**src/rtl/pong_pkg.sv**
```systemverilog
// rtl/pong_pkg.sv - shared state encoding and datapath widths for the pong game controller
package pong_pkg;

    localparam int X_W    = 10;
    localparam int Y_W    = 9;
    localparam int STEP_W = 3;

    typedef enum logic [2:0] {
        ST_IDLE   = 3'd0,
        ST_SERVE  = 3'd1,
        ST_PLAY   = 3'd2,
        ST_MISS   = 3'd3,
        ST_OVER   = 3'd4,
        ST_PAUSED = 3'd5
    } state_e;

endpackage

```
**src/rtl/pong_frame_timer.sv**
```systemverilog
// rtl/pong_frame_timer.sv - once-per-frame tick from the sync counters plus the serve frame countdown
module pong_frame_timer
    import pong_pkg::*;
#(
    parameter int SERVE_FRAMES = 60,
    parameter int FRAME_Y      = 500
) (
    input  logic           clk,
    input  logic           rst_n,
    input  logic           clear,
    input  logic [X_W-1:0] counter_x,
    input  logic [Y_W-1:0] counter_y,
    output logic           frame_tick,
    output logic           serve_done
);

    localparam int CNT_W = $clog2(SERVE_FRAMES) + 1;

    logic             frame_tick_q;
    logic [CNT_W-1:0] serve_cnt_q;
    logic [CNT_W-1:0] serve_cnt_d;

    always_comb begin
        serve_cnt_d = serve_cnt_q;
        if (clear) begin
            serve_cnt_d = '0;
        end else if (frame_tick_q) begin
            serve_cnt_d = serve_cnt_q + CNT_W'(1);
        end
    end

    always_ff @(posedge clk or negedge rst_n) begin
        if (!rst_n) begin
            frame_tick_q <= 1'b0;
            serve_cnt_q  <= '0;
        end else begin
            frame_tick_q <= (counter_x == '0) && (counter_y == Y_W'(FRAME_Y));
            serve_cnt_q  <= serve_cnt_d;
        end
    end

    // Done only on the tick that completes the last held frame.
    assign serve_done = frame_tick_q && (serve_cnt_q == CNT_W'(SERVE_FRAMES - 1));
    assign frame_tick = frame_tick_q;

endmodule

```
**src/rtl/pong_game_ctrl.sv**
```systemverilog
// rtl/pong_game_ctrl.sv - pong game FSM driving ball reload, speed, score and lives.
// Define PONG_PAUSE_EN to add the pause input and the PAUSED state.
module pong_game_ctrl
    import pong_pkg::*;
#(
    parameter int LIVES        = 3,
    parameter int SERVE_FRAMES = 60,
    parameter int MISS_Y       = 464,
    parameter int SPEEDUP_HITS = 8,
    parameter int MAX_SPEED    = 4,
    parameter int SERVE_X      = 320,
    parameter int SERVE_Y      = 64,
    parameter int FRAME_Y      = 500
) (
    input  logic              clk,
    input  logic              rst_n,
    input  logic [X_W-1:0]    counter_x,
    input  logic [Y_W-1:0]    counter_y,
    input  logic              start,
    input  logic [Y_W-1:0]    ball_y,
    input  logic              paddle_hit,
`ifdef PONG_PAUSE_EN
    input  logic              pause,
`endif
    output logic              frame_tick,
    output logic              ball_load,
    output logic [X_W-1:0]    ball_load_x,
    output logic [Y_W-1:0]    ball_load_y,
    output logic [STEP_W-1:0] ball_step,
    output logic [7:0]        score,
    output logic [1:0]        lives,
    output logic              game_over,
    output logic [2:0]        state
);

    localparam int HIT_W = $clog2(SPEEDUP_HITS) + 1;

    state_e            state_q;
    logic [1:0]        lives_q;
    logic [7:0]        score_q;
    logic [STEP_W-1:0] speed_q;
    logic [HIT_W-1:0]  hit_cnt_q;
    logic              ball_load_q;
    logic [STEP_W-1:0] ball_step_q;
    logic              game_over_q;

    logic              serve_done;
    logic              speed_wrap;
    logic [STEP_W-1:0] speed_inc;

    pong_frame_timer #(
        .SERVE_FRAMES (SERVE_FRAMES),
        .FRAME_Y      (FRAME_Y)
    ) u_frame_timer (
        .clk        (clk),
        .rst_n      (rst_n),
        .clear      (state_q != ST_SERVE),
        .counter_x  (counter_x),
        .counter_y  (counter_y),
        .frame_tick (frame_tick),
        .serve_done (serve_done)
    );

    assign speed_wrap = (hit_cnt_q == HIT_W'(SPEEDUP_HITS - 1));
    assign speed_inc  = (speed_q == STEP_W'(MAX_SPEED)) ? speed_q : speed_q + STEP_W'(1);

    always_ff @(posedge clk or negedge rst_n) begin
        if (!rst_n) begin
            state_q     <= ST_IDLE;
            lives_q     <= 2'(LIVES);
            score_q     <= '0;
            speed_q     <= STEP_W'(1);
            hit_cnt_q   <= '0;
            ball_load_q <= 1'b0;
            ball_step_q <= '0;
            game_over_q <= 1'b0;
        end else begin
            ball_load_q <= 1'b0;
            case (state_q)
                ST_IDLE, ST_OVER: begin
                    if (start) begin
                        state_q     <= ST_SERVE;
                        lives_q     <= 2'(LIVES);
                        score_q     <= '0;
                        speed_q     <= STEP_W'(1);
                        hit_cnt_q   <= '0;
                        ball_load_q <= 1'b1;
                        ball_step_q <= '0;
                        game_over_q <= 1'b0;
                    end
                end
                ST_SERVE: begin
                    if (serve_done) begin
                        state_q     <= ST_PLAY;
                        ball_step_q <= speed_q;
                    end
                end
                ST_PLAY: begin
                    ball_step_q <= speed_q;
                    if (paddle_hit) begin
                        if (score_q != 8'hFF) begin
                            score_q <= score_q + 8'd1;
                        end
                        if (speed_wrap) begin
                            hit_cnt_q   <= '0;
                            speed_q     <= speed_inc;
                            ball_step_q <= speed_inc;
                        end else begin
                            hit_cnt_q <= hit_cnt_q + HIT_W'(1);
                        end
                    end
                    // A miss wins over a same-cycle hit; the hit still scores above.
                    if (frame_tick && (ball_y >= Y_W'(MISS_Y))) begin
                        state_q     <= ST_MISS;
                        ball_step_q <= '0;
                    end
`ifdef PONG_PAUSE_EN
                    else if (pause) begin
                        state_q     <= ST_PAUSED;
                        ball_step_q <= '0;
                    end
`endif
                end
                ST_MISS: begin
                    lives_q     <= lives_q - 2'd1;
                    speed_q     <= STEP_W'(1);
                    hit_cnt_q   <= '0;
                    ball_step_q <= '0;
                    if (lives_q == 2'd1) begin
                        state_q     <= ST_OVER;
                        game_over_q <= 1'b1;
                    end else begin
                        state_q     <= ST_SERVE;
                        ball_load_q <= 1'b1;
                    end
                end
`ifdef PONG_PAUSE_EN
                ST_PAUSED: begin
                    if (pause) begin
                        state_q     <= ST_PLAY;
                        ball_step_q <= speed_q;
                    end
                end
`endif
                default: begin
                    state_q     <= ST_IDLE;
                    ball_step_q <= '0;
                end
            endcase
        end
    end

    assign ball_load   = ball_load_q;
    assign ball_load_x = X_W'(SERVE_X);
    assign ball_load_y = Y_W'(SERVE_Y);
    assign ball_step   = ball_step_q;
    assign score       = score_q;
    assign lives       = lives_q;
    assign game_over   = game_over_q;
    assign state       = state_q;

endmodule

```
**config.mk**
```make
export PLATFORM = sky130hd
export DESIGN_NAME = pong_game_ctrl
export DESIGN_NICKNAME = d
export VERILOG_FILES = /design/src/rtl/pong_pkg.sv /design/src/rtl/pong_frame_timer.sv /design/src/rtl/pong_game_ctrl.sv
export SDC_FILE = /design/constraint.sdc
export NUM_CORES = 1
export LEC_CHECK = 0
export CAP_MARGIN = 20
export CORE_MARGIN = 10
export CORE_UTILIZATION = 41
export CTS_CLUSTER_DIAMETER = 200
export CTS_CLUSTER_SIZE = 28
export DETAILED_ROUTE_END_ITERATION = 8
export PLACE_DENSITY_LB_ADDON = 0.25
export SYNTH_ARGS = -nofsm -noshare
export SYNTH_HDL_FRONTEND = slang
export SYNTH_SLANG_ARGS = --single-unit
```
**constraint.sdc**
```tcl
create_clock -name clk -period 1.6 [get_ports clk]
set_input_delay 0.32 -clock clk [delete_from_list [all_inputs] [get_ports clk]]
set_output_delay 0.32 -clock clk [all_outputs]
set_load 0.05 [all_outputs]
```
==> flow_summary.yaml <==
pwr:
  powerDensity_nw_per_um2: 597
  combPwrFrac: 0.146
  irDropWorstVdd_v: 0.000388
  leakagePower_nw: 1.48
  clkPwrFrac: 0.424
  p_sw_w: 0.000520
  p_seq_frac: 0.430
  p_sw_frac: 0.262
  p_int_w: 0.00146
finish:
  fill_cells: 336
  diodes: 0
  fin_nets: 356
  syn_to_final_growth_pct: 66.7
  drive_gt1_frac: 0.367
route:
  wl_per_cell_um: 15.1
  drc: 0
  ant_nets: 0
  drtIter0Drc: 89
  dr.pass1.iters: 4
  num_vias: 1967
  viasPerCell: 5.10
  wl_mm: 5.81
synth:
  ys_seq_elements: 33
  netlist_area_um2: 1990
  synth_top_flop_cell: "dfrtp_1"
  ys_seq_area_frac: 0.416
  synth.distinct_cells: 47
  ys.warnings.count: 0
  yosysTopAreaCell: "dfrtp_1"
  synth_top_area_share: 0.377
  syn_inst: 221
  synth-edff-count: 0
  syn-mean-instance-area_um2: 9.01
  synthTopCellsByArea: "dfrtp_1 38%, buf_4 7.2%, dfstp_2 4.0%"
  synthArstFlopShare: 1.00
timing:
  holdWs_ps: 372
  slew_headroom: 0.640
  grt_setup_unrepaired: "yes"
  finalHoldViolCount: 0
  drv_slew: 0
  setup_slack_ps: -72.7
  finClkSkew_ps: 15.8
  fmax_mhz: 598
  fin_setup_tns_ps: -365
  setup_viol: 10
  worstMarginPinSlew_ps: 536
  fin_crit_ps: 1670
  period_share: 1.05
status:
  outcome: "complete, but fails checks"
  violations: "setup timing"
clocking:
  root_buffer: "clkbuf_8"
  cts_max_level: 2
  clk_pin_slew_worst_paths_ps: 80
  clkLatencyLatePin_ps: 300
  cts_tree: "done"
  cts_buffer_depth: 2
  cts_sinks: 33
  cts_buffers: 5
floorplanning:
  pin_count: 70
  fp.dieArea_um2: 8050
  design.core.area_um2: 4720
  dieWidth_um: 89.7
  start_util: 0.422
  die_y_um: 89.7
  rows: 25
placement:
  gp_congestion: 0.813
  portBuffers: 46
  dp_hpwl_mm: 4.18
setup_path:
  crit_required_ps: 1830
  cp_max_fo: 5
  crit_path_end_kind: "flip-flop"
  arrival_ps: 1910
  cp-start-kind: "flip-flop"
  worstSetupPathType: "flip-flop to flip-flop"
global_route:
  antenna_found_initial: 0
  grt_pass1_wl_mm: 9.87
  grt_start_max_net_pins: 34
  gr-total-overflow: 0
  gr-usage-all-layers: 0.143
  grt_pass1_vias: 2099
flow_run:
  cap_viol_max_count: 0
worst_hold_path:
  holdCritPathClass: "primary input to async pin"
[metrics by stage]
step           cells   util  power, W  area [um2]  setup slack [ps]
2_1_floorplan    238      -   0.00104        2070              -327
3_3_place_gp     369  0.621   0.00115        2940              -487
3_5_place_dp     369  0.621   0.00115        2940              -535
4_1_cts          383  0.675   0.00198        3190              -170
5_1_grt          386  0.703   0.00204        3320              -152
6_report         386  0.703   0.00198        3320             -72.7
[cells in the mapped netlist, types with 3 or more instances]
cell type / instances
xor2_1: 3
xnor2_1: 3
nor2_1: 15
or3_1: 3
dfstp_2: 3
or2_2: 3
a21o_1: 3
nor3b_1: 3
a21oi_1: 13
inv_1: 6
buf_4: 19
nand2_1: 21
clkbuf_1: 4
nand2b_1: 5
nand3_1: 12
nand4_1: 7
nor3_1: 6
mux2i_1: 5
dfrtp_1: 30
o21ai_0: 15
ha_1: 6
[cell type report]
| class | instances | area (um2) | share of cell area |
|---|---|---|---|
| clock inverter | 1 | 30.0 | 0.00904 |
| timing repair buffer | 99 | 1080 | 0.324 |
| inverter | 6 | 22.5 | 0.00678 |
| tap | 67 | 83.8 | 0.0252 |
| multi-input combinational | 173 | 1180 | 0.357 |
| sequential | 33 | 837 | 0.252 |
| clock buffer | 7 | 86.3 | 0.0260 |
[registers in the layout, summed over array words and instances (netlist names)]
signal                     cells
ball_load                      1
u_frame_timer.serve_cnt_q      7
u_frame_timer.frame_tick       1
score                          8
ball_step                      3
lives                          2
state                          3
speed_q                        3
hit_cnt_q                      4
game_over                      1
[layout by cell type (no fill, tap or decap), types with 3 or more instances in the layout]
cell type	n
a21oi_2	5
mux2i_1	5
conb_1	19
nand4_1	7
a21oi_1	6
a21o_1	3
buf_12	18
nor2_1	15
inv_1	6
dfrtp_1	24
buf_4	43
dfrtp_2	6
xor2_1	3
ha_1	5
clkdlybuf4s50_1	26
o21ai_2	3
nand3_1	10
xnor2_1	3
nand2_1	21
o21ai_0	10
nand2b_1	5
dfstp_2	3
buf_6	11
nor3_1	3
clkbuf_8	6
[what timing repair did]
action	4_1_cts	5_1_grt
buffers inserted	7	5
hold buffers	0	0
resized for setup	26	27
setup endpoints to repair	10	15
hold endpoints to repair	0	0
pin swaps	7	18
[kinds of logic (layout without fill, tap and decap cells)]
kind of cell / count (synthesis) / after routing / share of synthesized area
and+or+nand+nor: 92 / 92 / 0.246
AOI/OAI and AO/OA: 45 / 45 / 0.140
DFF: 33 / 33 / 0.416
buffers and inverters: 32 / 113 / 0.104
adders and majority gates: 6 / 6 / 0.0377
xor gates and xnor gates: 6 / 6 / 0.0264
muxes: 5 / 5 / 0.0251
other: 2 / 19 / 0.00377
[metal layers]
metal / share of wire / track usage / wire (um) / up-vias
met3: 0.069 / 0.0507 / 401 / 16
li1: - / - / - / 950
met4: 0.030 / 0.0620 / 176 / 0
met5: 0 / 0 / 0 / -
met1: 0.40 / 0.163 / 2340 / 935
met2: 0.50 / 0.235 / 2900 / 66
[path summary, 6_finish.rpt]
check,end,slack [ps],cells after the start,from
max in group asynchronous,lives[0],960,2,rst_n
setup / recovery,score[6],-70,5,state[0]
hold reg to reg,hit_cnt_q[1],520,2,hit_cnt_q[1]
min in group clk,hit_cnt_q[1],520,2,hit_cnt_q[1]
hold / removal,score[7],370,2,rst_n
setup reg to reg,score[6],-70,5,state[0]
[critical path, stage by stage, from the launching register on]
cell and delay, ps:
dfrtp_2 430, or3b_4 430, buf_4 180, a21oi_4 210, nand4_1 170, a21oi_2 180
[power by group through the flow]
stage / Combinational, W / Clock (W) / Sequential, W
2_1_floorplan: 0.000154 / 0 / 0.000891
4_1_cts: 0.000283 / 0.000843 / 0.000852
6_report: 0.000290 / 0.000841 / 0.000852
3_3_place_gp: 0.000279 / 0 / 0.000867
5_1_grt: 0.000307 / 0.000880 / 0.000853
3_5_place_dp: 0.000282 / 0 / 0.000868
No activity file was read; power rests on OpenSTA's default activity.
